File: src/rtl/pwm_cmd_decoder.sv
// Packet command decoder for a bank of PWM channels: updates a shadow set per channel and
// commits it to the active set once the downstream generator for that channel is idle.
module pwm_cmd_decoder #(
    parameter int          _PAT_WIDTH = 16,
    parameter int          _CH_NUM    = 8,
    parameter logic [15:0] _WAIT_MAX  = 16'd50000
) (
    input  logic                             clk,
    input  logic                             rst_n,
    input  logic                             recv_done,
    input  logic [7:0]                       dataA,
    input  logic [15:0]                      dataB,
    input  logic [15:0]                      dataC,
    input  logic [7:0]                       dataD,
    input  logic [_CH_NUM-1:0]               pwm_busy,
    output logic [_CH_NUM-1:0]               pwm_en,
    output logic [8*_CH_NUM-1:0]             duty_num,
    output logic [16*_CH_NUM-1:0]            pulse_dessert,
    output logic [8*_CH_NUM-1:0]             pulse_num,
    output logic [_PAT_WIDTH*_CH_NUM-1:0]    pat,
    output logic                             cmd_ack,
    output logic                             cmd_err,
    output logic [1:0]                       err_code
);

    typedef enum logic [1:0] {S_IDLE, S_DECODE, S_WAIT, S_APPLY} state_t;

    localparam logic [3:0] OP_TIMING  = 4'h1;
    localparam logic [3:0] OP_PATTERN = 4'h2;
    localparam logic [3:0] OP_ENABLE  = 4'h3;
    localparam logic [3:0] OP_DISABLE = 4'h4;
    localparam logic [3:0] OP_COMMIT  = 4'h5;

    localparam logic [1:0] ERR_OPCODE  = 2'd0;
    localparam logic [1:0] ERR_CHANNEL = 2'd1;
    localparam logic [1:0] ERR_TIMEOUT = 2'd2;
    localparam logic [1:0] ERR_OVERRUN = 2'd3;

    state_t       state_q, state_d;
    logic [3:0]   opc_q;
    logic [2:0]   ch_q;
    logic [15:0]  b_q;
    logic [7:0]   c_q;
    logic [7:0]   d_q;
    logic [15:0]  cnt_q, cnt_d;

    logic         ack_q, err_q, ovr_q;
    logic [1:0]   code_q;

    logic [_CH_NUM-1:0]    en_q;
    logic [7:0]            sh_duty_q [_CH_NUM];
    logic [15:0]           sh_des_q  [_CH_NUM];
    logic [7:0]            sh_num_q  [_CH_NUM];
    logic [_PAT_WIDTH-1:0] sh_pat_q  [_CH_NUM];
    logic [7:0]            act_duty_q [_CH_NUM];
    logic [15:0]           act_des_q  [_CH_NUM];
    logic [7:0]            act_num_q  [_CH_NUM];
    logic [_PAT_WIDTH-1:0] act_pat_q  [_CH_NUM];

    logic       ch_ok, busy_sel, ovr_new;
    logic       done_ack, done_err, wr_timing, wr_pat, set_en, clr_en, load_act;
    logic [1:0] err_cause;

    // Reserved command bit and the upper byte of operand C carry no meaning.
    logic unused_bits;
    assign unused_bits = ^{dataA[3], dataC[15:8]};

    assign ch_ok   = (int'(ch_q) < _CH_NUM);
    assign ovr_new = recv_done && (state_q != S_IDLE);

    always_comb begin
        busy_sel = 1'b0;
        for (int k = 0; k < _CH_NUM; k++) begin
            if (ch_q == 3'(k)) busy_sel = pwm_busy[k];
        end
    end

    always_ff @(posedge clk or negedge rst_n) begin
        if (!rst_n) state_q <= S_IDLE;
        else        state_q <= state_d;
    end

    always_comb begin
        state_d = state_q;
        case (state_q)
            S_IDLE:   if (recv_done) state_d = S_DECODE;
            S_DECODE: begin
                if (!ch_ok || opc_q != OP_COMMIT) state_d = S_IDLE;
                else if (busy_sel)                state_d = S_WAIT;
                else                              state_d = S_APPLY;
            end
            S_WAIT: begin
                if (!busy_sel)                         state_d = S_APPLY;
                else if (cnt_q == _WAIT_MAX - 16'd1)   state_d = S_IDLE;
            end
            S_APPLY:  state_d = S_IDLE;
            default:  state_d = S_IDLE;
        endcase
    end

    always_comb begin
        done_ack  = 1'b0;
        done_err  = 1'b0;
        err_cause = ERR_OPCODE;
        wr_timing = 1'b0;
        wr_pat    = 1'b0;
        set_en    = 1'b0;
        clr_en    = 1'b0;
        load_act  = 1'b0;
        cnt_d     = 16'd0;
        case (state_q)
            S_DECODE: begin
                if (!ch_ok) begin
                    done_err  = 1'b1;
                    err_cause = ERR_CHANNEL;
                end else begin
                    case (opc_q)
                        OP_TIMING:  begin wr_timing = 1'b1; done_ack = 1'b1; end
                        OP_PATTERN: begin wr_pat    = 1'b1; done_ack = 1'b1; end
                        OP_ENABLE:  begin set_en    = 1'b1; done_ack = 1'b1; end
                        OP_DISABLE: begin clr_en    = 1'b1; done_ack = 1'b1; end
                        OP_COMMIT:  load_act = !busy_sel;
                        default: begin
                            done_err  = 1'b1;
                            err_cause = ERR_OPCODE;
                        end
                    endcase
                end
            end
            S_WAIT: begin
                if (!busy_sel) begin
                    load_act = 1'b1;
                end else if (cnt_q == _WAIT_MAX - 16'd1) begin
                    done_err  = 1'b1;
                    err_cause = ERR_TIMEOUT;
                end else begin
                    cnt_d = cnt_q + 16'd1;
                end
            end
            S_APPLY: done_ack = 1'b1;
            default: ;
        endcase
    end

    always_ff @(posedge clk or negedge rst_n) begin
        if (!rst_n) begin
            cnt_q <= 16'd0;
            opc_q <= 4'd0;
            ch_q  <= 3'd0;
        end else begin
            cnt_q <= cnt_d;
            if (state_q == S_IDLE && recv_done) begin
                opc_q <= dataA[7:4];
                ch_q  <= dataA[2:0];
            end
        end
    end

    always_ff @(posedge clk) begin
        if (state_q == S_IDLE && recv_done) begin
            b_q <= dataB;
            c_q <= dataC[7:0];
            d_q <= dataD;
        end
    end

    // A completion owns the status strobe; a coinciding overrun is deferred one cycle.
    always_ff @(posedge clk or negedge rst_n) begin
        if (!rst_n) begin
            ack_q  <= 1'b0;
            err_q  <= 1'b0;
            code_q <= 2'd0;
            ovr_q  <= 1'b0;
        end else begin
            ack_q <= done_ack;
            err_q <= 1'b0;
            if (done_ack) begin
                ovr_q <= ovr_q | ovr_new;
            end else if (done_err) begin
                err_q  <= 1'b1;
                code_q <= err_cause;
                ovr_q  <= ovr_q | ovr_new;
            end else if (ovr_q || ovr_new) begin
                err_q  <= 1'b1;
                code_q <= ERR_OVERRUN;
                ovr_q  <= ovr_q & ovr_new;
            end
        end
    end

    always_ff @(posedge clk or negedge rst_n) begin
        if (!rst_n) begin
            en_q <= '0;
            for (int k = 0; k < _CH_NUM; k++) begin
                sh_duty_q[k]  <= '0;
                sh_des_q[k]   <= '0;
                sh_num_q[k]   <= '0;
                sh_pat_q[k]   <= '0;
                act_duty_q[k] <= '0;
                act_des_q[k]  <= '0;
                act_num_q[k]  <= '0;
                act_pat_q[k]  <= '0;
            end
        end else begin
            for (int k = 0; k < _CH_NUM; k++) begin
                if (ch_q == 3'(k)) begin
                    if (wr_timing) begin
                        sh_duty_q[k] <= d_q;
                        sh_des_q[k]  <= b_q;
                        sh_num_q[k]  <= c_q;
                    end
                    if (wr_pat) sh_pat_q[k] <= _PAT_WIDTH'(b_q);
                    if (set_en) en_q[k] <= 1'b1;
                    if (clr_en) en_q[k] <= 1'b0;
                    if (load_act) begin
                        act_duty_q[k] <= sh_duty_q[k];
                        act_des_q[k]  <= sh_des_q[k];
                        act_num_q[k]  <= sh_num_q[k];
                        act_pat_q[k]  <= sh_pat_q[k];
                    end
                end
            end
        end
    end

    // The channel being applied is held disabled for the APPLY cycle only.
    always_comb begin
        for (int k = 0; k < _CH_NUM; k++) begin
            duty_num[8*k +: 8]                 = act_duty_q[k];
            pulse_dessert[16*k +: 16]          = act_des_q[k];
            pulse_num[8*k +: 8]                = act_num_q[k];
            pat[_PAT_WIDTH*k +: _PAT_WIDTH]    = act_pat_q[k];
            pwm_en[k] = en_q[k] & ~((state_q == S_APPLY) && (ch_q == 3'(k)));
        end
    end

    assign cmd_ack  = ack_q;
    assign cmd_err  = err_q;
    assign err_code = code_q;

endmodule

File: config.mk
export PLATFORM = sky130hd
export DESIGN_NAME = pwm_cmd_decoder
export DESIGN_NICKNAME = d
export VERILOG_FILES = /design/src/rtl/pwm_cmd_decoder.sv
export SDC_FILE = /design/constraint.sdc
export NUM_CORES = 1
export LEC_CHECK = 0
export ABC_AREA = 1
export ABC_CLOCK_PERIOD_IN_PS = 6600
export BUFFER_PORTS_ARGS = -buffer_cell sky130_fd_sc_hd__buf_2
export CAP_MARGIN = 10
export CELL_PAD_IN_SITES_DETAIL_PLACEMENT = 0
export CELL_PAD_IN_SITES_GLOBAL_PLACEMENT = 1
export CORE_MARGIN = 2
export CORE_UTILIZATION = 30
export CTS_BUF_LIST = sky130_fd_sc_hd__clkbuf_4 sky130_fd_sc_hd__clkbuf_8 sky130_fd_sc_hd__clkbuf_16
export CTS_CLUSTER_SIZE = 24
export DETAILED_ROUTE_END_ITERATION = 8
export PLACE_DENSITY_LB_ADDON = 0.1
export SLEW_MARGIN = 5
export SYNTH_ARGS = -nofsm -noshare
export SYNTH_HDL_FRONTEND = slang
export SYNTH_SLANG_ARGS = --single-unit
export TNS_END_PERCENT = 10
File: constraint.sdc
create_clock -name clk -period 6.6 [get_ports clk]
set_input_delay 1.32 -clock clk [delete_from_list [all_inputs] [get_ports clk]]
set_output_delay 1.32 -clock clk [all_outputs]
set_load 0.02 [all_outputs]
==> results.cfg <==
[status]
outcome = completed

[setup_path]
ff2ff_setup_slack_ps = 2700
path_buf_inv = 4
end_kind = primary output
path_max_fanout = 55
cpMaxStageDelayCell = buf_4
critPathRequiredTime_ps = 5280
reg2reg_to = pulse_dessert[26]
path_cells = inv_2 -> nor3_4 -> buf_4 -> nand2_1 -> nand2_1 -> inv_1 -> buf_2
crit_path_max_incr_delay_ps = 640
cpMostUsedCell = nand2_1
critical_path_class = flip-flop to primary output
cp-start-kind = flip-flop
r2r_start = ch_q[1]
ff2ff_path_depth = 11
cp_data_arrival_time_ps = 2640
critPathTopFamily = buffers and inverters

[floorplanning]
die_height_um = 328
fp.coreArea_um2 = 104000
ioPinCount = 455
num_rows = 118
die_w_um = 328
dieArea_um2 = 107000
start_util_pct = 30.3

[power_and_ir_drop]
switching_share_pct = 32.9
ir_drop_uv = 211
clkPwrFrac_pct = 34.2
p_sw_mw = 5.05
seq_power_share_pct = 46.6
p_int_mw = 10.3
p_total_mw = 15.4
leakage_nw = 20.5
p_comb_share_pct = 19.2
p_per_area_nw_per_um2 = 403

[min_path]
min_path_cells = 1
min-delay-path-class = flip-flop to flip-flop
hold_start = cnt_q[0]
min_to = cnt_q[0]

[final_layout]
utilization_pct = 36.7
areaGrowthSynthToFinish_pct = 21.2
drive_gt1_share_pct = 18.8
fill_cells = 10700
fin_nets = 3683

[route]
drt-initial-drc-count = 2082
dr.pass1.iters = 5
postRouteAntennaNets = 0
drc_errors = 0
viasPerCell = 4.76
routed_wl_mm = 111
wl_per_cell_um = 21.9
vias = 24200

[yosys]
synthTopCellsByArea = dfrtp_1, nand2_1, nand3_1
yosysTopAreaCellShare_pct = 64.2
ys_seq_area_share_pct = 67.2
yosysTopAreaCell = dfrtp_1
avgSynthCellArea_um2 = 9.69
ys_ff_latch = 838
syn-cell-area_um2 = 31400
yosysWarnings = 0
synth.distinct_cells = 33
syn_inst = 3245
syn_nets = 3309

[clocking]
cts_tree = done
clkTransAtPathRegs_ps = 60
cts_hold_buf = 0
cts_resized = 0
clock_latency_ps = 670
numCtsBuffers = 96
cts.htree.levels = 3
clockRootBuffer = clkbuf_16
clock_tree.buffer_depth = 3
cts_post_setup_buffers_inserted = 0
cts_sinks = 838

[job]
cap_violations = 0

[sta]
fmax_ghz = 0.253
hold_viol_final = 0
fin_hold_ws_ps = 457
setup_violations = 0
slew_headroom_pct = 20.8
rsz0062_at_grt = false
period_minus_slack_ps = 3960
finalSetupTns_ps = 0
skew_ps = 26.0
post-route-period-util_pct = 60.0
finalWorstSetupSlack_ps = 2640
worst_pin_slew_ps = 1180
slew_violations = 0

[placed_design]
io_buffers = 445
post-place-ws_ps = 2230
gp_congestion = 0.784
hpwl_mm = 69.1

[grt]
grt-ovfl-total = 0
antenna_found_initial = 19
grt_pass1_wl_mm = 164
grt_usage_pct = 20.7
grt_start_max_net_pins = 162
grt_pass1_vias = 23900
worst max-delay path by stage:
stage	start	to	slack [ps]	cells after the start
5_1_grt	ch_q[1]	pulse_dessert[16]	2270	11
2_1_floorplan	recv_done	b_q[0]	3650	3
6_report	ch_q[1]	pwm_en[6]	2640	7
4_1_cts	ch_q[1]	pwm_en[6]	2580	7
3_3_place_gp	pwm_busy[2]	duty_num[63]	2220	14
3_5_place_dp	pwm_busy[2]	pat[29]	2230	14
cell usage in the layout, fill, tap and decap left out, types with 2 or more instances in the layout:
cell type and instances:
inv_2 12, buf_4 41, xnor2_1 2, buf_12 4, nor2_1 29, nor3_4 3
inv_1 62, clkbuf_16 97, a21boi_0 2, nand2_2 16, nand2_1 1210, nor3_2 2
xor2_1 4, clkbuf_4 34, a21oi_1 23, nand4_1 5, diode_2 9, clkinv_1 12
o21ai_0 396, bufinv_16 3, ha_1 5, nand3_1 396, inv_6 5, buf_2 444
or2_2 2, dfrtp_1 806, edfxtp_1 32, clkbuf_8 13, nor3_1 9, clkinv_2 13
cell type report:
class / count / area, µm² / area share (%)
Antenna cell: 9 / 22.5 / 0.0591
Tap cell: 1380 / 1730 / 4.53
Clock buffer: 144 / 2860 / 7.51
Sequential cell: 838 / 21100 / 55.4
Inverter: 79 / 297 / 0.778
Multi-Input combinational cell: 2114 / 9210 / 24.2
Timing Repair Buffer: 490 / 2630 / 6.89
Clock inverter: 30 / 241 / 0.634
state kept, by name (all words and copies together) (netlist names), 16 cells and up:
register and flops:
b_q 16, sh_des_q 128, pulse_num 64, sh_pat_q 128, pat 128, pulse_dessert 128
sh_duty_q 64, cnt_q 16, sh_num_q 64, duty_num 64
power groups by stage:
stage | logic [mW] | clock network [mW] | registers [mW]
global placement | 2.94 | 0 | 7.20
detailed placement | 3.00 | 0 | 7.23
finish | 2.95 | 5.26 | 7.16
CTS | 3.01 | 5.41 | 7.15
global route | 3.32 | 5.62 | 7.31
floorplan | 1.53 | 0 | 7.26
synthesized netlist by cell type:
| cell type | instances |
|---|---|
| nand2_1 | 1226 |
| dfrtp_1 | 806 |
| nand3_1 | 396 |
| o21ai_0 | 396 |
| clkbuf_1 | 142 |
| inv_1 | 71 |
| buf_2 | 59 |
| edfxtp_1 | 32 |
| nor2_1 | 29 |
| a21oi_1 | 23 |
| buf_1 | 12 |
| nor3_1 | 11 |
| inv_2 | 7 |
| ha_1 | 5 |
| nand4_1 | 5 |
| xor2_1 | 4 |
| a21boi_0 | 2 |
| nor3_2 | 2 |
| or2_2 | 2 |
| xnor2_1 | 2 |
| a211oi_1 | 1 |
| a31oi_1 | 1 |
| buf_4 | 1 |
| clkinv_1 | 1 |
| nand3b_1 | 1 |
| nor2_2 | 1 |
| nor3_4 | 1 |
| nor3b_1 | 1 |
| nor4_1 | 1 |
| nor4_2 | 1 |
| o211ai_1 | 1 |
| o21a_1 | 1 |
| or2_0 | 1 |
metrics by stage:
| step | area, µm² | std cells |
|---|---|---|
| floorplan | 31400 | 3245 |
| finish | 38100 | 5084 |
| CTS | 38100 | 5074 |
| global placement | 35000 | 4900 |
| detailed placement | 35000 | 4900 |
| global route | 38100 | 5075 |
per-layer routing:
metal  routed length (µm)  vias to the layer above  GRT usage (%)
li1                     -                    11300              -
met1                49700                    12100           28.3
met2                52100                      686           32.8
met3                 6590                      136           3.91
met4                 2970                        0           7.01
met5                    0                        -              0
cells by family (layout without fill, tap and decap cells):
family | Yosys count | in the layout | synth area share, %
DFF | 838 | 838 | 67.2
AOI/OAI and AO/OA | 425 | 425 | 6.81
buffers and inverters | 293 | 743 | 3.75
and+or+nand+nor | 1678 | 1678 | 21.9
other | 0 | 9 | 0
adders and majority gates | 5 | 5 | 0.199
xor gates and xnor gates | 6 | 6 | 0.167
No activity file was read; power rests on OpenSTA's default activity.
